File: src/rtl/output_classifier_pkg.sv
// Shared definitions for the output classifier: FSM state encoding and the
// output-layer word width derived from the network's fan-in and fraction width.
package output_classifier_pkg;

   typedef enum logic [1:0] {
      IDLE = 2'd0,
      SCAN = 2'd1,
      DONE = 2'd2
   } state_t;

   // Output-layer word: integer growth from summing nh1 products, sign bit, fraction.
   function automatic int word_width(input int nh1, input int wf);
      return $clog2(nh1) + 1 + wf;
   endfunction

endpackage

File: src/rtl/output_classifier_argmax_step.sv
// One step of a serial argmax: keeps the current best unless the new lane is
// strictly greater (signed), so ties resolve to the lowest index.
module output_classifier_argmax_step #(
   parameter int W  = 11,
   parameter int IW = 1
) (
   input  logic signed [W-1:0]  best_val,
   input  logic        [IW-1:0] best_idx,
   input  logic signed [W-1:0]  lane_val,
   input  logic        [IW-1:0] lane_idx,
   output logic signed [W-1:0]  new_val,
   output logic        [IW-1:0] new_idx
);

   always_comb begin
      new_val = best_val;
      new_idx = best_idx;
      if (lane_val > best_val) begin
         new_val = lane_val;
         new_idx = lane_idx;
      end
   end

endmodule

File: src/rtl/output_classifier.sv
// Serial argmax classifier for network output beats with hit detection against
// the teacher vector and saturating total/hit accuracy counters.
module output_classifier
   import output_classifier_pkg::*;
#(
   parameter int NO  = 2,
   parameter int NH1 = 3,
   parameter int WF  = 8,
   parameter int WC  = 16,
   localparam int WO = word_width(NH1, WF),
   localparam int IW = $clog2(NO)
) (
   input  logic             iCLK,
   input  logic             iRST,
   input  logic             iValid_AM_Output,
   output logic             oReady_AM_Output,
   input  logic [NO*WO-1:0] iData_AM_Output,
   input  logic [NO*WO-1:0] iData_AM_Teacher,
   output logic             oValid_BM_Class,
   input  logic             iReady_BM_Class,
   output logic [IW-1:0]    oData_BM_Class,
   output logic             oHit_BM_Class,
   input  logic             iClear,
   output logic [WC-1:0]    oCount_Total,
   output logic [WC-1:0]    oCount_Hit
);

   localparam logic [IW-1:0] LAST_LANE = IW'(NO - 1);
   localparam logic [WC-1:0] COUNT_MAX = '1;

   state_t state, next_state;

   logic [NO*WO-1:0]    out_q, teach_q;
   logic [IW-1:0]       lane;
   logic signed [WO-1:0] out_best_val, teach_best_val;
   logic [IW-1:0]       out_best_idx, teach_best_idx;
   logic signed [WO-1:0] out_lane_val, teach_lane_val;
   logic signed [WO-1:0] out_new_val, teach_new_val;
   logic [IW-1:0]       out_new_idx, teach_new_idx;
   logic                hit_q;
   logic                accept, handoff;

   assign accept  = iValid_AM_Output && oReady_AM_Output;
   assign handoff = oValid_BM_Class && iReady_BM_Class;

   assign out_lane_val   = out_q[int'(lane)*WO +: WO];
   assign teach_lane_val = teach_q[int'(lane)*WO +: WO];

   output_classifier_argmax_step #(.W(WO), .IW(IW)) u_out_step (
      .best_val (out_best_val),
      .best_idx (out_best_idx),
      .lane_val (out_lane_val),
      .lane_idx (lane),
      .new_val  (out_new_val),
      .new_idx  (out_new_idx)
   );

   output_classifier_argmax_step #(.W(WO), .IW(IW)) u_teach_step (
      .best_val (teach_best_val),
      .best_idx (teach_best_idx),
      .lane_val (teach_lane_val),
      .lane_idx (lane),
      .new_val  (teach_new_val),
      .new_idx  (teach_new_idx)
   );

   always_ff @(posedge iCLK or posedge iRST) begin
      if (iRST) state <= IDLE;
      else      state <= next_state;
   end

   // No bypass from DONE back to capture: a new beat waits one IDLE cycle.
   always_comb begin
      next_state       = state;
      oReady_AM_Output = 1'b0;
      oValid_BM_Class  = 1'b0;
      case (state)
         IDLE: begin
            oReady_AM_Output = 1'b1;
            if (iValid_AM_Output) next_state = SCAN;
         end
         SCAN: begin
            if (lane == LAST_LANE) next_state = DONE;
         end
         DONE: begin
            oValid_BM_Class = 1'b1;
            if (iReady_BM_Class) next_state = IDLE;
         end
         default: next_state = IDLE;
      endcase
   end

   always_ff @(posedge iCLK or posedge iRST) begin
      if (iRST) begin
         out_q          <= '0;
         teach_q        <= '0;
         lane           <= '0;
         out_best_val   <= '0;
         out_best_idx   <= '0;
         teach_best_val <= '0;
         teach_best_idx <= '0;
         hit_q          <= 1'b0;
      end else if (state == IDLE) begin
         if (accept) begin
            out_q          <= iData_AM_Output;
            teach_q        <= iData_AM_Teacher;
            out_best_val   <= iData_AM_Output[WO-1:0];
            teach_best_val <= iData_AM_Teacher[WO-1:0];
            out_best_idx   <= '0;
            teach_best_idx <= '0;
            lane           <= IW'(1);
         end
      end else if (state == SCAN) begin
         out_best_val   <= out_new_val;
         out_best_idx   <= out_new_idx;
         teach_best_val <= teach_new_val;
         teach_best_idx <= teach_new_idx;
         lane           <= lane + IW'(1);
         if (lane == LAST_LANE) hit_q <= (out_new_idx == teach_new_idx);
      end
   end

   assign oData_BM_Class = out_best_idx;
   assign oHit_BM_Class  = hit_q;

   // Clear takes effect before the count, so a coincident handoff leaves a count of one.
   always_ff @(posedge iCLK or posedge iRST) begin
      if (iRST) begin
         oCount_Total <= '0;
         oCount_Hit   <= '0;
      end else if (iClear) begin
         oCount_Total <= handoff ? WC'(1) : '0;
         oCount_Hit   <= (handoff && hit_q) ? WC'(1) : '0;
      end else if (handoff) begin
         if (oCount_Total != COUNT_MAX) oCount_Total <= oCount_Total + WC'(1);
         if (hit_q && oCount_Hit != COUNT_MAX) oCount_Hit <= oCount_Hit + WC'(1);
      end
   end

endmodule

File: config.mk
export PLATFORM = sky130hd
export DESIGN_NAME = output_classifier
export DESIGN_NICKNAME = d
export VERILOG_FILES = /design/src/rtl/output_classifier_pkg.sv /design/src/rtl/output_classifier_argmax_step.sv /design/src/rtl/output_classifier.sv
export SDC_FILE = /design/constraint.sdc
export NUM_CORES = 1
export LEC_CHECK = 0
export CORE_AREA = 3 3 108 110
export CTS_BUF_LIST = sky130_fd_sc_hd__clkbuf_4 sky130_fd_sc_hd__clkbuf_8
export CTS_CLUSTER_SIZE = 40
export DETAILED_ROUTE_END_ITERATION = 10
export DIE_AREA = 0 0 111 113
export GPL_TIMING_DRIVEN = 0
export PLACE_DENSITY = 0.77
export SLEW_MARGIN = 15
export SYNTH_ARGS = -nofsm -noshare
export SYNTH_HDL_FRONTEND = slang
export SYNTH_SLANG_ARGS = --single-unit
export TNS_END_PERCENT = 20
File: constraint.sdc
create_clock -name iCLK -period 3.7 [get_ports iCLK]
set_input_delay 0.925 -clock iCLK [delete_from_list [all_inputs] [get_ports iCLK]]
set_output_delay 0.925 -clock iCLK [all_outputs]
set_load 0.1 [all_outputs]
==> flow_metrics.env <==
export IMPL_post_route_period_util_pct=93.4
export IMPL_first_pass_iters=4
export IMPL_drive_above_1_share_pct=17.9
export IMPL_reg2reg_slack_ns=0.26
export IMPL_synth_seq_area_share_pct=48.3
export IMPL_antenna_left=0
export IMPL_cp_start_kind="flip-flop"
export IMPL_yosysTopAreaCell="dfrtp_1"
export IMPL_die_x_um=111
export IMPL_clock_sinks=104
export IMPL_syn_area_mm2=0.00538
export IMPL_intPower_mw=3.14
export IMPL_final_cells=716
export IMPL_grt_pass1_vias=3892
export IMPL_post_cts_buffers=0
export IMPL_worstRegToRegCells=11
export IMPL_antenna_found_initial=0
export IMPL_synth_top_flop_cell="dfrtp_1"
export IMPL_ys_warn_count=0
export IMPL_clk_latency_ns=0.36
export IMPL_syn_nets=548
export IMPL_via_per_inst=5.36
export IMPL_hp_class="reg2reg"
export IMPL_grt_first_pass_wirelength_mm=18.6
export IMPL_netlist_instances=475
export IMPL_gp_congestion=0.822
export IMPL_ys_ff_latch=104
export IMPL_min_to="teach_q[12]"
export IMPL_cts_inserted_buffers=9
export IMPL_final_cell_area_mm2=0.00664
export IMPL_dieArea_mm2=0.0125
export IMPL_n_fill_cell=927
export IMPL_cts_tree="yes"
export IMPL_path_max_fanout=7
export IMPL_power_frac_comb_pct=51.6
export IMPL_rows=38
export IMPL_critical_path_top_delay_family="buffers and inverters"
export IMPL_reg2reg_from="lane"
export IMPL_synth_distinct_cells=51
export IMPL_area_growth_pct=23.4
export IMPL_grt_max_degree=71
export IMPL_htreeDepth=3
export IMPL_hold_viol=0
export IMPL_drc_errors=0
export IMPL_nets=644
export IMPL_drt_iter0_markers=207
export IMPL_fin_skew_ns=0.00927
export IMPL_cts_hold_buf=0
export IMPL_clk_path_buf_depth=2
export IMPL_max_cap_violations=0
export IMPL_slew_headroom_pct=31.6
export IMPL_max_freq_mhz=289
export IMPL_finalSetupViolCount=0
export IMPL_path_class="reg2out"
export IMPL_detail_route_wl_per_cell_um=15.4
export IMPL_reg2reg_to="teach_best_val[1]"
export IMPL_die_h_um=113
export IMPL_synth_common_cells="dfrtp_1, mux2_2, mux2i_1"
export IMPL_synth_edf_count=0
export IMPL_vias=3836
export IMPL_syn_area_per_cell_um2=11.3
export IMPL_period_minus_slack_ns=3.46
export IMPL_synth_top_cell_area_share_pct=48.3
export IMPL_swShare_pct=38.3
export IMPL_path_cells="or2_2, buf_2, inv_1, clkdlybuf4s50_1"
export IMPL_crit_buf_inv=3
export IMPL_pwr_share_seq_pct=34.3
export IMPL_place_inst=700
export IMPL_holdPathStages=1
export IMPL_p_leak_nw=2.93
export IMPL_p_sw_mw=1.95
export IMPL_max_stage_delay_ns=1.17
export IMPL_io_buffers=84
export IMPL_antenna_cells=0
export IMPL_drv_slew=0
export IMPL_status="finished, final reports clean"
export IMPL_power_density_mw_per_mm2=767
export IMPL_placed_area_mm2=0.00643
export IMPL_grt_usage_pct=18.1
export IMPL_ios=85
export IMPL_worst_pin_slew_ns=1.02
export IMPL_clkSlewWorstSetupHoldPaths_ns=0.09
export IMPL_post_dp_hpwl_mm=8.10
export IMPL_timing_hold_ws_ns=0.508
export IMPL_core_mm2=0.0108
export IMPL_p_clk_share_pct=14.1
export IMPL_wl_mm=11.0
export IMPL_crit_slowest_cell="clkdlybuf4s50_1"
export IMPL_cts_resized=0
export IMPL_grt_setup_unrepaired="false"
export IMPL_netlist_top_cells_area="dfrtp_1, mux2_2, mux2i_1, ha_1, nor2_1"
export IMPL_grt_ovfl_total=0
export IMPL_worstPathArrival_ns=2.53
export IMPL_hold_start="teach_q[12]"
export IMPL_cts_root_buf="clkbuf_8"
export IMPL_ir_drop_uv=402
export IMPL_worst_setup_path_end_kind="primary output"
export IMPL_async_reset_ff_share_pct=100
export IMPL_initial_core_util_pct=49.9
export IMPL_yosysMostFrequentCell="dfrtp_1"
export IMPL_required_ns=2.77
export IMPL_report_power_total_mw=5.10
export IMPL_fin_tns_setup_ns=0
==> layout make-up <==
cell class / instances / area (um2) / share of cell area (%)
buffer: 20 / 92.6 / 1.39
clock buffer: 15 / 200 / 3.01
clock inverter: 1 / 7.51 / 0.113
inverter: 32 / 125 / 1.88
multi-input combinational: 319 / 2570 / 38.7
sequential: 104 / 2600 / 39.2
tap: 140 / 175 / 2.64
timing repair buffer: 85 / 868 / 13.1
==> cell families after synthesis <==
group                    synth area share, %
XOR/XNOR                                3.58
flip-flops                              48.3
adder cells (fa/ha/maj)                 5.58
buffers and inverters                   3.90
AO/OA/AOI/OAI                           5.76
AND/OR/NAND/NOR                         10.9
multiplexers                            22.0
==> metal layers <==
| layer | vias up | wire, um | track usage (%) |
|---|---|---|---|
| li1 | 1855 | - | - |
| met1 | 1895 | 5020 | 23.8 |
| met2 | 78 | 5530 | 31.2 |
| met3 | 8 | 404 | 2.51 |
| met4 | 0 | 82 | 6.16 |
| met5 | - | 0 | 0 |
==> worst reg2reg max path, stage by stage, from the launching register on <==
cell	delay [ns]
dfrtp_1	0.33
clkbuf_1	0.32
clkbuf_2	0.36
mux2_2	0.40
ha_1	0.30
a21o_1	0.22
a2111oi_4	0.40
o211ai_1	0.15
o21a_1	0.25
a21oi_2	0.20
buf_4	0.25
mux2i_1	0.20
==> metrics by stage <==
| step | utilization, % | worst slack (ns) |
|---|---|---|
| final | 61.5 | 0.244 |
| after global routing | 61.5 | 0.0733 |
| after CTS | 61.5 | 0.0163 |
| after detailed placement | 59.6 | 0.0390 |
| after global placement | 59.3 | -1.47 |
| after floorplan | - | 0.0428 |
==> power by group through the flow <==
stage               Sequential (mW)  Combinational [mW]  Clock, mW
finish                         1.75                2.63      0.717
global route                   1.79                2.91      0.781
CTS                            1.75                2.66      0.740
detailed placement             1.77                2.65          0
global placement               1.75                2.57          0
floorplan                      1.84                1.98          0
==> layout by cell type (no fill, tap or decap), types with 6 or more instances in the layout <==
cell	Yosys	routed
clkbuf_1	9	8
nor3_1	8	8
nand4_1	11	11
buf_2	8	8
nor2_1	36	36
dfrtp_1	104	104
mux2_2	66	66
ha_1	24	24
a21oi_1	17	17
nand2_1	23	23
or3_1	6	6
clkdlybuf4s50_1	0	84
xor2_1	10	10
xnor2_1	12	12
mux2i_1	44	44
inv_1	32	31
nand3_1	11	11
o21ai_0	10	10
clkbuf_8	0	14
==> how the worst max path moves through the flow <==
stage | from | end | slack (ns) | cells past startpoint
floorplan | iRST | lane | 0.04 | 1
global placement | iRST | teach_q[21] | -1.47 | 2
detailed placement | lane | teach_best_val[3] | 0.04 | 11
CTS | lane | teach_best_val[1] | 0.02 | 11
global route | lane | teach_best_val[10] | 0.07 | 11
finish | state[1] | oReady_AM_Output | 0.24 | 4
==> flip-flops by register name, indices dropped and copies added, names as in the netlist <==
| signal | cells |
|---|---|
| lane | 1 |
| oCount_Hit | 16 |
| oCount_Total | 16 |
| oData_BM_Class | 1 |
| oHit_BM_Class | 1 |
| out_best_val | 11 |
| out_q | 22 |
| state | 2 |
| teach_best_idx | 1 |
| teach_best_val | 11 |
| teach_q | 22 |
No activity file was read; power rests on OpenSTA's default activity.
==> RTL edit 1, RTL diff (same flow settings) <==
Re-encode `state_t` (3 states) as one-hot, 3 bits wide.
--- a/src/rtl/output_classifier_pkg.sv
+++ b/src/rtl/output_classifier_pkg.sv
@@ -3,8 +3,8 @@
 package output_classifier_pkg;
 
-   typedef enum logic [1:0] {
-      IDLE = 2'd0,
-      SCAN = 2'd1,
-      DONE = 2'd2
+   typedef enum logic [2:0] {
+      IDLE = 3'b001,
+      SCAN = 3'b010,
+      DONE = 3'b100
    } state_t;
 
Function: same outputs for any inputs over 10 cycles, from zero or initial values and one cycle with iRST high; not proved beyond that.
==> RTL edit 1 against the unedited design <==
  * Final cell count down 0.42%
  * Wire length up 1.6%
  * Setup slack better by 0.078 ns
  * Synthesized area up 1.3%
  * Power down 4.2%
  * Cell area up 0.51%
  * Worst hold slack worse by 0.017 ns
  * Sequential cell count up 1
  * Register-to-register slack better by 0.06 ns
  * Critical path type is now flip-flop to flip-flop
  * Critical endpoint is now teach_best_val[3]
==> RTL edit 1: results (changes against the unedited design) <==
[synthesis]
synth-adder-area-share_pct = 5.50  ; was 5.58%
synth_commonest_cells = 104 x dfrtp_1, 65 x mux2_2, 37 x nor2_1  ; was 104 x dfrtp_1, 66 x mux2_2, 44 x mux2i_1
syn_nets = 546  ; was 548
synth_mux_area_share_pct = 19.8  ; was 22.0%
syn_area_per_cell_sq_um = 11.5  ; was 11.3 sq um
synth-xor-area-share_pct = 4.33  ; was 3.58%
synth.cell_area_sq_mm = 0.00546  ; was 0.00538 sq mm
synth_cell_type_count = 52  ; was 51
synthTopCellsByArea = dfrtp_1 48%, mux2_2 13%, mux2i_1 6.4%, ha_1 5.5%, xor2_1 3.2%  ; was dfrtp_1 48%, mux2_2 14%, mux2i_1 8.2%, ha_1 5.6%, nor2_1 2.5%
synth_compound_area_share_pct = 6.42  ; was 5.76%

[worst_setup_path]
max_stage_delay_ns = 0.64  ; was 1.17 ns
slowest_stage = dfrtp_1  ; was clkdlybuf4s50_1
crit_path_end_kind = flip-flop  ; was output port
path_max_fanout = 10  ; was 7
timing.rr.end = teach_best_val[3]  ; was teach_best_val[1]
crit_start = lane  ; was state[1]
r2r_slack_ns = 0.32  ; was 0.26 ns
crit_family = compound AO/OA/AOI/OAI gates  ; was buffers and inverters
critPathCapture = teach_best_val[3]  ; was oReady_AM_Output

[cells_and_area]
multi_input_area_share_pct = 38.7  ; about the same
multi_input_comb_cells = 318  ; was 319
num-fill-cells = 903  ; was 927
drive_above_1_share_pct = 19.4  ; was 17.9%
nonClockBufferCount = 102  ; was 105
nets = 641  ; was 644
clock_area_share_pct = 2.57  ; was 3.13%
final-nonclk-buf-share_pct = 14.8  ; was 14.5%
design_area_sq_mm = 0.00668  ; was 0.00664 sq mm

[place]
placed_area_sq_mm = 0.00650  ; was 0.00643 sq mm
gp_congestion = 0.840  ; was 0.822

[power]
p_int_mw = 3.00  ; was 3.14 mW
clk-power_mw = 0.649  ; was 0.717 mW

[outcome]
status = complete, no violations  ; unchanged

[global_route]
grt_pass1_wl_um = 19000  ; was 18,600 um

[drt]
num_vias = 3793  ; was 3,836
avgViaCountPerCell = 5.32  ; was 5.36

[hold_path]
hold_depth = 2  ; was 1
holdPathEnd = teach_best_val[7]  ; was teach_q[12]

[timing]
final.setup_skew_ns = 0.0147  ; was 0.00927 ns
final.period_utilization_pct = 91.3  ; was 93.4%
fin_hold_ws_ns = 0.491  ; was 0.508 ns

==> RTL edit 1: changes by cell type in the layout (fill, tap and decap cells not counted), moves of 3 or more <==
cell / change
xor2_1: +10
mux2i_1: -9
nand2_1: +9
o21ai_0: +9
a21oi_1: -8
buf_6: +6
clkbuf_8: -5
nor3_1: -5
or3_1: -5
xnor2_1: -5
buf_2: -4
nand3_1: -4
clkbuf_1: -3
==> RTL edit 1: layer usage <==
metal	global-route usage (%)	routed length (um)	up-vias
met5	0	0	-
met4	5.58	153	0
met3	3.48	483	10
met2	31.6	5450	85
met1	24.0	5130	1861
li1	-	-	1837
==> RTL edit 1: metrics by stage <==
| stage | setup TNS (ns) | power (mW) |
|---|---|---|
| 2_1_floorplan | 0 | 3.68 |
| 6_report | 0 | 4.88 |
| 4_1_cts | 0 | 4.92 |
| 3_5_place_dp | 0 | 4.27 |
| 3_3_place_gp | -160.96 | 4.17 |
| 5_1_grt | 0 | 5.29 |
==> RTL edit 2, RTL diff (config.mk and constraints unchanged) <==
Made on the original files. `WC`: 16 -> 17.
--- a/src/rtl/output_classifier.sv
+++ b/src/rtl/output_classifier.sv
@@ -7,5 +7,5 @@
    parameter int NH1 = 3,
    parameter int WF  = 8,
-   parameter int WC  = 16,
+   parameter int WC  = 17,
    localparam int WO = word_width(NH1, WF),
    localparam int IW = $clog2(NO)
Interface: changed (resized oCount_Hit and oCount_Total); port bits go from 85 to 87. The function was not compared with the original's and may differ.
==> RTL edit 2 against the unedited design <==
  * Synthesized area is 1.9% higher
  * Wire length is 2.5% higher
  * Setup slack worse by 0.083 ns
  * Cell area is 2.0% higher
  * Sequential cell count is 2 higher
  * Sequential share of layout area hardly changed
  * Worst hold slack worse by 0.0010 ns
  * First-iteration DRC count is 0.48% higher
  * Clock skew is 0.0099 ns higher
  * Power is 0.83% higher
  * Highest routed layer unchanged
==> RTL edit 2: results (changes against the unedited design) <==
[outcome]
status = complete, no violations  ; unchanged

[synthesis]
yosysSeqAreaShare_pct = 48.3  ; about the same
synth_compound_area_share_pct = 5.31  ; was 5.76%
synth_ff_type = dfrtp_1  ; unchanged
synth_cell_type_count = 43  ; was 51
synth-xor-area-share_pct = 3.99  ; was 3.58%
async_flop_share_pct = 100  ; unchanged
synthTopCellsByArea = dfrtp_1 48%, mux2_2 14%, mux2i_1 7.8%, ha_1 5.9%, xor2_1 3.0%  ; was dfrtp_1 48%, mux2_2 14%, mux2i_1 8.2%, ha_1 5.6%, nor2_1 2.5%
synth_mux_area_share_pct = 21.8  ; was 22.0%
syn_inst = 479  ; was 475
synth_commonest_cells = 106 x dfrtp_1, 68 x mux2_2, 43 x mux2i_1  ; was 104 x dfrtp_1, 66 x mux2_2, 44 x mux2i_1
synth-adder-area-share_pct = 5.93  ; was 5.58%
ys_warn_count = 0  ; unchanged
syn_nets = 554  ; was 548

[power]
ir_worst_vdd_mv = 0.481  ; was 0.402 mV
swShare_pct = 38.7  ; was 38.3%
leakage_nw = 3.09  ; was 2.93 nW

[hold_path]
hold_class = flip-flop to flip-flop  ; unchanged

[clocking]
cts_resized = 1  ; was 0
cts_root_buffer = clkbuf_8  ; unchanged
post_cts_buffers = 0  ; unchanged
clk_pin_slew_ns = 0.11  ; was 0.09 ns

[global_route]
grt_usage_pct = 18.9  ; was 18.1%
first_global_vias = 4046  ; was 3,892
grt_max_degree = 35  ; was 71
grt_pass1_wl_um = 19500  ; was 18,600 um

[place]
place_inst = 707  ; was 700
numPortBuffers = 85  ; was 84
dp_hpwl_um = 8480  ; was 8100 um
gp_congestion = 0.796  ; was 0.822

[cells_and_area]
drive_above_1_share_pct = 18.4  ; was 17.9%
nets = 653  ; was 644
fin_cells = 723  ; was 716
num-fill-cells = 896  ; was 927

[timing]
worst_pin_slew_ns = 1.01  ; was 1.02 ns
final.setup_skew_ns = 0.0191  ; was 0.00927 ns

[worst_setup_path]
path_max_fanout = 8  ; was 7
worst_ep_arrival_time_ns = 2.61  ; was 2.53 ns

[drt]
avgViaCountPerCell = 5.34  ; was 5.36
drt_iter0_markers = 208  ; was 207
first_pass_iters = 4  ; unchanged
drt-total-wl_um = 11300  ; was 11,000 um

-- RTL edit 2: cell count changes after synthesis, sizes merged, moves of 4 or more --
cell / unedited run / this run
clkbuf: 10 / 6
xnor2: 12 / 6
xor2: 10 / 19
nor3: 9 / 3
nor2: 36 / 41
-- RTL edit 2: area by class of cell --
class / instances / area share (%)
Sequential cell: 106 / 39.2
Multi-Input combinational cell: 323 / 38.8
Timing Repair Buffer: 88 / 13.4
Tap cell: 140 / 2.59
Clock buffer: 12 / 2.35
Inverter: 31 / 1.77
Buffer: 19 / 1.39
Clock inverter: 4 / 0.517
-- RTL edit 2: cells by family after synthesis --
logic type	Yosys count
compound gates	43
xor+xnor	25
fa+ha+maj	26
buf+inv	50
flops	106
mux	111
simple gates	118
-- RTL edit 2: through the flow --
stage	area, sq um	setup slack, ns	util (%)	hold WS, ns
after floorplan	5490	0.675	-	0.475
after global placement	6520	0.103	60.4	0.484
after detailed placement	6580	-0.0263	60.9	0.490
after CTS	6770	0.0295	62.8	0.515
after global routing	6770	0.00542	62.8	0.529
final	6770	0.161	62.8	0.507
-- RTL edit 2: power by group through the flow --
stage                     Clock [mW]  Combinational, mW  Sequential (mW)
after floorplan                    0               2.04             1.85
after global placement             0               2.61             1.77
after detailed placement           0               2.70             1.79
after CTS                      0.722               2.72             1.77
after global routing           0.774               2.99             1.81
final                          0.695               2.68             1.76
-- RTL edit 2: final timing paths --
| kind | startpoint | endpoint | slack [ns] | cells after the start |
|---|---|---|---|---|
| worst max-delay path | state[1] | oReady_AM_Output | 0.16 | 4 |
| worst min-delay path | out_q[20] | out_q[20] | 0.51 | 1 |
| worst max register to register | lane | teach_best_val[8] | 0.29 | 11 |
| worst min register to register | out_q[20] | out_q[20] | 0.51 | 1 |
| max in group asynchronous | iRST | out_q[20] | 2.05 | 4 |
| min in group asynchronous | iRST | teach_q[16] | 0.92 | 2 |
-- RTL edit 2: critical path, cell delays in order, from the launching register on --
cell and delay [ns]:
dfrtp_1 0.51, or2_2 0.33, buf_2 0.16, inv_1 0.11
clkdlybuf4s50_1 1.14
-- RTL edit 2: layer usage --
metal	part of all wire, %	track usage, %
met5	0	0
met4	1.8	6.32
met3	3.0	3.16
met2	51	33.1
met1	44	24.1
